## config.mk

```make
export PLATFORM = sky130hd
export DESIGN_NAME = hit_resolver
export DESIGN_NICKNAME = d
export VERILOG_FILES = /design/src/rtl/hit_resolver.sv
export SDC_FILE = /design/constraint.sdc
export NUM_CORES = 1
export LEC_CHECK = 0
export BUFFER_PORTS_ARGS = -buffer_cell sky130_fd_sc_hd__buf_2
export CAP_MARGIN = 5
export CORE_UTILIZATION = 55
export CTS_BUF_LIST = sky130_fd_sc_hd__clkbuf_4
export CTS_CLUSTER_SIZE = 24
export DETAILED_ROUTE_END_ITERATION = 10
export PLACE_DENSITY = 0.83
export SETUP_SLACK_MARGIN = 0.02
export SYNTH_ARGS = -nofsm -noshare
export SYNTH_HDL_FRONTEND = slang
export SYNTH_SLANG_ARGS = --single-unit
```

## constraint.sdc

```tcl
create_clock -name clk -period 2.79 [get_ports clk]
set_input_delay 0.279 -clock clk [delete_from_list [all_inputs] [get_ports clk]]
set_output_delay 0.279 -clock clk [all_outputs]
set_load 0.05 [all_outputs]
```

## src/rtl/hit_resolver.sv

```systemverilog
// hit_resolver: once-per-frame hit registration, stun timers, health tracking and round result.
// Optional HIT_STATS_EN adds per-player landed-hit counters (p1_hits_landed, p2_hits_landed).
module hit_resolver #(
  parameter int HEALTH_INIT      = 3,
  parameter int HW               = 3,
  parameter int BASIC_DMG        = 1,
  parameter int DIR_DMG          = 2,
  parameter int HITSTUN_FRAMES   = 16,
  parameter int BLOCKSTUN_FRAMES = 8
) (
  input  logic          clk,
  input  logic          rst_n,
  input  logic          frame_tick,
  input  logic          round_start,
  input  logic [1:0]    p1_hit_flag,
  input  logic [1:0]    p2_hit_flag,
  input  logic          p1_blocking,
  input  logic          p2_blocking,
  output logic [1:0]    p1_stun,
  output logic [1:0]    p2_stun,
  output logic [HW-1:0] p1_health,
  output logic [HW-1:0] p2_health,
  output logic          round_over,
  output logic [1:0]    winner
`ifdef HIT_STATS_EN
  ,
  output logic [7:0]    p1_hits_landed,
  output logic [7:0]    p2_hits_landed
`endif
);
  typedef enum logic [1:0] {IDLE, FIGHT, KO} state_t;
  state_t state_q, state_d;
  logic [1:0] win_q, win_d;
  logic [1:0][HW-1:0] hp_nx, hp;
  logic [1:0][1:0] stun, flag;
  logic [1:0] blk;
  logic tick;
`ifdef HIT_STATS_EN
  logic [1:0] hit;
  logic [1:0][7:0] cnt_q;
`endif
  assign flag = {p2_hit_flag, p1_hit_flag};
  assign blk  = {p2_blocking, p1_blocking};
  assign tick = frame_tick && state_q == FIGHT;
  // index v is the victim: p1_hit_flag means P1 was hit
  for (genvar v = 0; v < 2; v++) begin : g_v
    logic [7:0] tmr_q, tmr_d;
    logic [HW-1:0] hp_q, hp_d, dmg;
    logic kind_q, kind_d, armed_q, armed_d, valid, blocked;
    assign valid   = ^flag[v];
    assign blocked = flag[v] == 2'b01 && blk[v];
    assign dmg     = flag[v] == 2'b10 ? HW'(DIR_DMG) : HW'(BASIC_DMG);
    always_comb begin
      tmr_d   = tmr_q;
      hp_d    = hp_q;
      kind_d  = kind_q;
      armed_d = armed_q;
      if (round_start) begin
        tmr_d   = '0;
        hp_d    = HW'(HEALTH_INIT);
        kind_d  = 1'b0;
        armed_d = 1'b1;
      end else if (tick) begin
        if (!valid) armed_d = 1'b1;
        if (tmr_q != '0) tmr_d = tmr_q - 8'd1;
        else if (valid && armed_q) begin
          armed_d = 1'b0;
          kind_d  = blocked;
          tmr_d   = blocked ? 8'(BLOCKSTUN_FRAMES) : 8'(HITSTUN_FRAMES);
          hp_d    = blocked ? hp_q : (hp_q > dmg ? hp_q - dmg : '0);
        end
      end
    end
    always_ff @(posedge clk or negedge rst_n) begin
      if (!rst_n) begin
        tmr_q   <= '0;
        hp_q    <= HW'(HEALTH_INIT);
        kind_q  <= 1'b0;
        armed_q <= 1'b1;
      end else begin
        tmr_q   <= tmr_d;
        hp_q    <= hp_d;
        kind_q  <= kind_d;
        armed_q <= armed_d;
      end
    end
    assign hp_nx[v] = hp_d;
    assign hp[v]    = hp_q;
    assign stun[v]  = (state_q == KO || tmr_q == '0) ? 2'b00 : (kind_q ? 2'b10 : 2'b01);
`ifdef HIT_STATS_EN
    assign hit[v] = !round_start && tick && tmr_q == '0 && valid && armed_q && !blocked;
`endif
  end
  always_comb begin
    state_d = state_q;
    win_d   = win_q;
    if (round_start) begin
      state_d = FIGHT;
      win_d   = 2'b00;
    end else if (tick && (hp_nx[0] == '0 || hp_nx[1] == '0)) begin
      state_d = KO;
      win_d   = {hp_nx[0] == '0, hp_nx[1] == '0};
    end
  end
  always_ff @(posedge clk or negedge rst_n) begin
    if (!rst_n) begin
      state_q <= IDLE;
      win_q   <= 2'b00;
    end else begin
      state_q <= state_d;
      win_q   <= win_d;
    end
  end
  assign p1_stun    = stun[0];
  assign p2_stun    = stun[1];
  assign p1_health  = hp[0];
  assign p2_health  = hp[1];
  assign round_over = state_q == KO;
  assign winner     = win_q;
`ifdef HIT_STATS_EN
  // a player's count grows when the opponent takes an unblocked registered hit
  always_ff @(posedge clk or negedge rst_n) begin
    if (!rst_n) cnt_q <= '0;
    else if (round_start) cnt_q <= '0;
    else begin
      if (hit[1] && cnt_q[0] != 8'hff) cnt_q[0] <= cnt_q[0] + 8'd1;
      if (hit[0] && cnt_q[1] != 8'hff) cnt_q[1] <= cnt_q[1] + 8'd1;
    end
  end
  assign p1_hits_landed = cnt_q[0];
  assign p2_hits_landed = cnt_q[1];
`endif
endmodule

```

---- After elaboration in Yosys (flattened, before gate mapping) ----
Cells that the tools add are included.
cells by class
  add/subtract/negate cells ............... 4
  magnitude comparators ................... 2
  equal/unequal tests ..................... 8
  mux-type cells .......................... 50
  reductions and logical operators ........ 27
operators with widths
  cell                   count
  $mux W8                8
  $mux W3                12
  $mux W2                10
  $mux W1                18
  $logic_not A8 Y1       2
  $reduce_bool A8 Y1     2
  $sub A8 B1 Y8 const B  2
  $mux W5                2
  $reduce_bool A2 Y1     4
  $eq A2 B1 Y1 const B   3
  $eq A2 B2 Y1 const B   3
  $gt A3 B2 Y1           2
  $logic_and A1 B1 Y1    6
  $logic_not A3 Y1       2
  $reduce_and A3 Y1      2
  $reduce_bool A3 Y1     2
  $sub A3 B2 Y3          2
  $ne A2 B2 Y1 const B   2
  $reduce_and A2 Y1      2
  $reduce_xor A2 Y1      2
  $logic_or A1 B1 Y1     3
word-level totals
  bits in registers ....................... 30
  input port bits ......................... 10
  output and inout bits ................... 13
  word-level logic and storage cells ...... 101

---- Depth between registers and ports, before layout ----
  depth in word-level cells ............... 14
  gate-level depth with buffers ........... 12
  gate-level depth less buffers ........... 12

---- Worst setup path before layout ----
No wires, ideal clock.
  path type ............................... register to register
  start ................................... reg g_v[1].hp_q[0], in the netlist p2_health[0]
  end ..................................... reg state_q[0]
  setup time .............................. 0.126 ns
  arrival ................................. 2.694 ns
  required time ........................... 2.664 ns
  setup slack ............................. -0.030 ns
  cell stages (with the launch flop) ...... 11
  path buffers ............................ 0
  period minus slack after synthesis ...... 2.820 ns
  cell sequence ........................... dfstp_2 -> inv_1 -> ha_1 -> inv_1 -> fa_1 -> nand2b_1 -> o311a_1 -> or3_1 -> a211oi_1 -> nor2b_1 -> a221o_1
between the ends
  word-level cells in the longest chain between the ends .. 11
  elaborated cells on any way between the ends .. 12
  those cells by class .................... 1 x add/sub; 1 x order compare; 6 x mux; 4 x reduce/logical
ends and longest elaborated chain
  what                                           RTL line  text
  start, declared                                48        logic [HW-1:0] hp_q, hp_d, dmg;
  start signal, assigned                         77        hp_q <= HW'(HEALTH_INIT);
  start signal, assigned                         82        hp_q <= hp_d;
  $sub A3 B2 Y3 or $gt A3 B2 Y1 (tied branches)  70        hp_d = blocked ? hp_q : (hp_q > dmg ? hp_q - dmg : '0);
  $mux W3 (2 in a row)                           70
  $mux W3                                        66        else if (valid && armed_q) begin
  $mux W3                                        65        if (tmr_q != '0) tmr_d = tmr_q - 8'd1;
  $mux W3 (*)                                    63        end else if (tick) begin
  $mux W3 (*)                                    58        if (round_start) begin
  $logic_not A3 Y1 (*)                           100       end else if (tick && (hp_nx[0] == '0 || hp_nx[1] == '0)) begin
  $logic_or A1 B1 Y1 (*)                         100
  $logic_and A1 B1 Y1 (*)                        100
  $reduce_bool A2 Y1 (no source line) (*)        n/a
  end signal, assigned                           110       state_q <= state_d;
  end, declared                                  32        state_t state_q, state_d;
Every way passes the cells marked *; elsewhere a longest branch is shown, timed or not.
A chain may end at the register's enable or synchronous reset.

---- Worst setup path in the final report ----
Ends and elaborated chain as after synthesis.

==> impl_metrics.env <==
export IMPL_slowest_stage="dfstp_2"
export IMPL_die_area_um2=3750
export IMPL_crit_path_start_kind="flip-flop"
export IMPL_path_clk_slew_ns=0.10
export IMPL_final_common_cell="nor2_1"
export IMPL_nets=269
export IMPL_slew_viol_final=0
export IMPL_powerDensity_nw_per_um2=996
export IMPL_io_pins=23
export IMPL_drtIter0Drc=73
export IMPL_antenna_found_initial=0
export IMPL_final_util=0.650
export IMPL_seq_area_frac_synth=0.392
export IMPL_crit_fanout=3
export IMPL_grt_pass1_wl_mm=6.45
export IMPL_syn_inst=217
export IMPL_fin_ws_ns=0.164
export IMPL_endpoint_kind="flip-flop"
export IMPL_port_buffers=22
export IMPL_synth_top_area_share=0.311
export IMPL_r2r_end="state_q[0]"
export IMPL_drive_above_1_share=0.210
export IMPL_ctsHtreeMaxLevel=2
export IMPL_crit_top_cell="inv_1"
export IMPL_clock_tree_buffer_depth=2
export IMPL_setup_violations=0
export IMPL_critical_path_class="flip-flop to flip-flop"
export IMPL_drv_cap=0
export IMPL_required_ns=3.02
export IMPL_max_clock_freq_ghz=0.381
export IMPL_nFillCells=301
export IMPL_finalWirelength_mm=3.85
export IMPL_n_antenna_cell=0
export IMPL_hp_class="input port to flip-flop"
export IMPL_fp_row_count=21
export IMPL_fin_crit_sh=0.941
export IMPL_vias_per_cell=5.65
export IMPL_synthTopCellsByArea="dfrtp_1 31%, dfstp_2 8.2%, ha_1 6.5%, nor2_1 5.1%, a21oi_1 3.6%"
export IMPL_gp_congestion=0.860
export IMPL_leakage_nw=0.994
export IMPL_cp_cell_sequence="inv_1 -> ha_1 -> inv_1 -> fa_1 -> nand2b_1 -> o311a_1 -> or3_1 -> a211oi_2 -> nor2b_1 -> a221o_1"
export IMPL_drc=0
export IMPL_post_dp_cell_area_um2=2120
export IMPL_track_usage=0.239
export IMPL_fin_setup_tns_ns=0
export IMPL_cts_sinks=30
export IMPL_critPathMaxStageDelay_ns=0.55
export IMPL_fp_dieH_um=61.3
export IMPL_worstHoldStart="round_start"
export IMPL_ir_drop_mv=0.578
export IMPL_holdPathStages=2
export IMPL_async_flop_share=1.00
export IMPL_finalClockSkew_ns=0.0122
export IMPL_synth_edff_count=0
export IMPL_ff2ff_setup_slack_ns=0.16
export IMPL_pre_cts_ws_ns=0.0301
export IMPL_cts_resized=0
export IMPL_die_w_um=61.3
export IMPL_reg2regPathDepth=10
export IMPL_crit_arrival_ns=2.86
export IMPL_grt_start_max_net_pins=31
export IMPL_grt_pass1_vias=1561
export IMPL_cts_root_buffer="clkbuf_4"
export IMPL_dp_hpwl_mm=2.82
export IMPL_ys_warn_count=0
export IMPL_power_mw=2.18
export IMPL_crit_buf_inv=2
export IMPL_design_area_um2=2190
export IMPL_detailroute_via_count=1661
export IMPL_rsz0062_at_grt="false"
export IMPL_maxSlewHeadroom=0.550
export IMPL_initial_core_util=0.574
export IMPL_syn_area_um2=1930
export IMPL_clkLatencyLatePin_ns=0.34
export IMPL_yosys_area_top_type="dfrtp_1"
export IMPL_whs_endpoint="g_v[0].tmr_q[0]"
export IMPL_ys_flop_type="dfrtp_1"
export IMPL_critical_path_top_delay_family="compound AO/OA/AOI/OAI gates"
export IMPL_finalHoldViolCount=0
export IMPL_area_growth_syn_to_layout_pct=13.2
export IMPL_first_pass_iters=4
export IMPL_cts_tree="done"
export IMPL_period_needed_ns=2.63
export IMPL_post_cts_setup_buffers=0
export IMPL_mappedNetlistNets=239
export IMPL_wl_per_cell_um=13.1
export IMPL_yosysUniqueCellTypes=47
export IMPL_avgSynthCellArea_um2=8.90
export IMPL_grt_overflow_total=0
export IMPL_ant_nets=0
export IMPL_layout_common_cells="26 x nor2_1, 24 x dfrtp_1, 22 x buf_2, 18 x nand2_1, 17 x inv_1"
export IMPL_fp_coreArea_um2=3360
export IMPL_worst_slew_pin_transition_ns=0.675
export IMPL_cts_inserted_buffers=5
export IMPL_r2r_start="p2_health[0]"
export IMPL_status="finished clean"
export IMPL_synth_seq_cells=30
worst max path at each step:
stage,end,slack (ns),cells past startpoint,from
floorplan,state_q[0],0.03,10,p2_health[0]
global placement,state_q[0],0.09,11,p1_hit_flag[0]
detailed placement,state_q[0],0.03,11,p1_hit_flag[0]
CTS,state_q[0],0.11,10,p2_health[0]
global route,state_q[0],0.03,8,g_v[0].tmr_q[0]
finish,state_q[0],0.16,10,p2_health[0]
timing repair:
item                                    in CTS  in global routing
endpoints found under the setup margin       0                  1
hold buffers                                 1                  0
endpoints found under the hold margin       24                  0
worst reg2reg max path, stage by stage, from the launching register on:
cell	delay [ns]
dfstp_2	0.55
inv_1	0.06
ha_1	0.20
inv_1	0.07
fa_1	0.42
nand2b_1	0.16
o311a_1	0.10
or3_1	0.32
a211oi_2	0.25
nor2b_1	0.07
a221o_1	0.32
layout make-up:
| cell class | instances | area (um2) | area share |
|---|---|---|---|
| tap | 46 | 57.6 | 0.0263 |
| sequential | 30 | 758 | 0.347 |
| timing repair buffer | 28 | 158 | 0.0721 |
| clock buffer | 6 | 45.0 | 0.0206 |
| clock inverter | 2 | 8.76 | 0.00400 |
| inverter | 17 | 63.8 | 0.0292 |
| multi-input combinational | 165 | 1100 | 0.501 |
synthesized netlist by cell type, drive strengths merged, types with 2 or more instances:
| cell | n |
|---|---|
| o21ai | 9 |
| and2 | 2 |
| a21oi | 14 |
| xnor2 | 4 |
| nand2b | 6 |
| a211oi | 2 |
| dfrtp | 24 |
| nor2 | 26 |
| xor2 | 3 |
| inv | 17 |
| nor3 | 13 |
| fa | 2 |
| ha | 10 |
| a221o | 3 |
| clkbuf | 5 |
| nor4 | 4 |
| dfstp | 6 |
| o31ai | 3 |
| nand2 | 19 |
| nor2b | 9 |
| nand3b | 4 |
| or3 | 6 |
| nand3 | 6 |
| and3 | 2 |
| a311o | 3 |
registers in the layout, indices dropped and copies added, names as in the netlist:
signal       flops
g_v.tmr_q       16
winner           2
p1_health        3
g_v.kind_q       2
state_q          2
g_v.armed_q      2
p2_health        3
where the power goes:
group          switching, mW  leakage, nW  internal (mW)  total [mW]
registers              0.145        0.383          0.573       0.718
clock network          0.153       0.0331          0.104       0.257
logic                  0.735        0.578          0.468        1.20
total                   1.03        0.994           1.15        2.18
metrics by stage:
stage	hold slack (ns)	std cells
CTS	0.173	294
global route	0.166	294
global placement	0.351	285
detailed placement	0.358	285
floorplan	-0.0166	217
finish	0.185	294
metal layers:
layer,track usage,vias up,part of all wire
met4,0.0877,0,0.015
met5,0,-,0
li1,-,827,-
met1,0.277,801,0.47
met2,0.425,27,0.48
met3,0.0609,6,0.035
kinds of logic (layout without fill, tap and decap cells):
logic type	count (synthesis)	count (layout)	share of synthesized area
AO/OA/AOI/OAI	43	43	0.150
buffers and inverters	22	53	0.0427
XOR/XNOR	7	7	0.0317
multiplexers	2	2	0.0110
adder cells (fa/ha/maj)	12	12	0.0855
AND/OR/NAND/NOR	101	101	0.287
flip-flops	30	30	0.392
(Power assumes the default switching activity.)
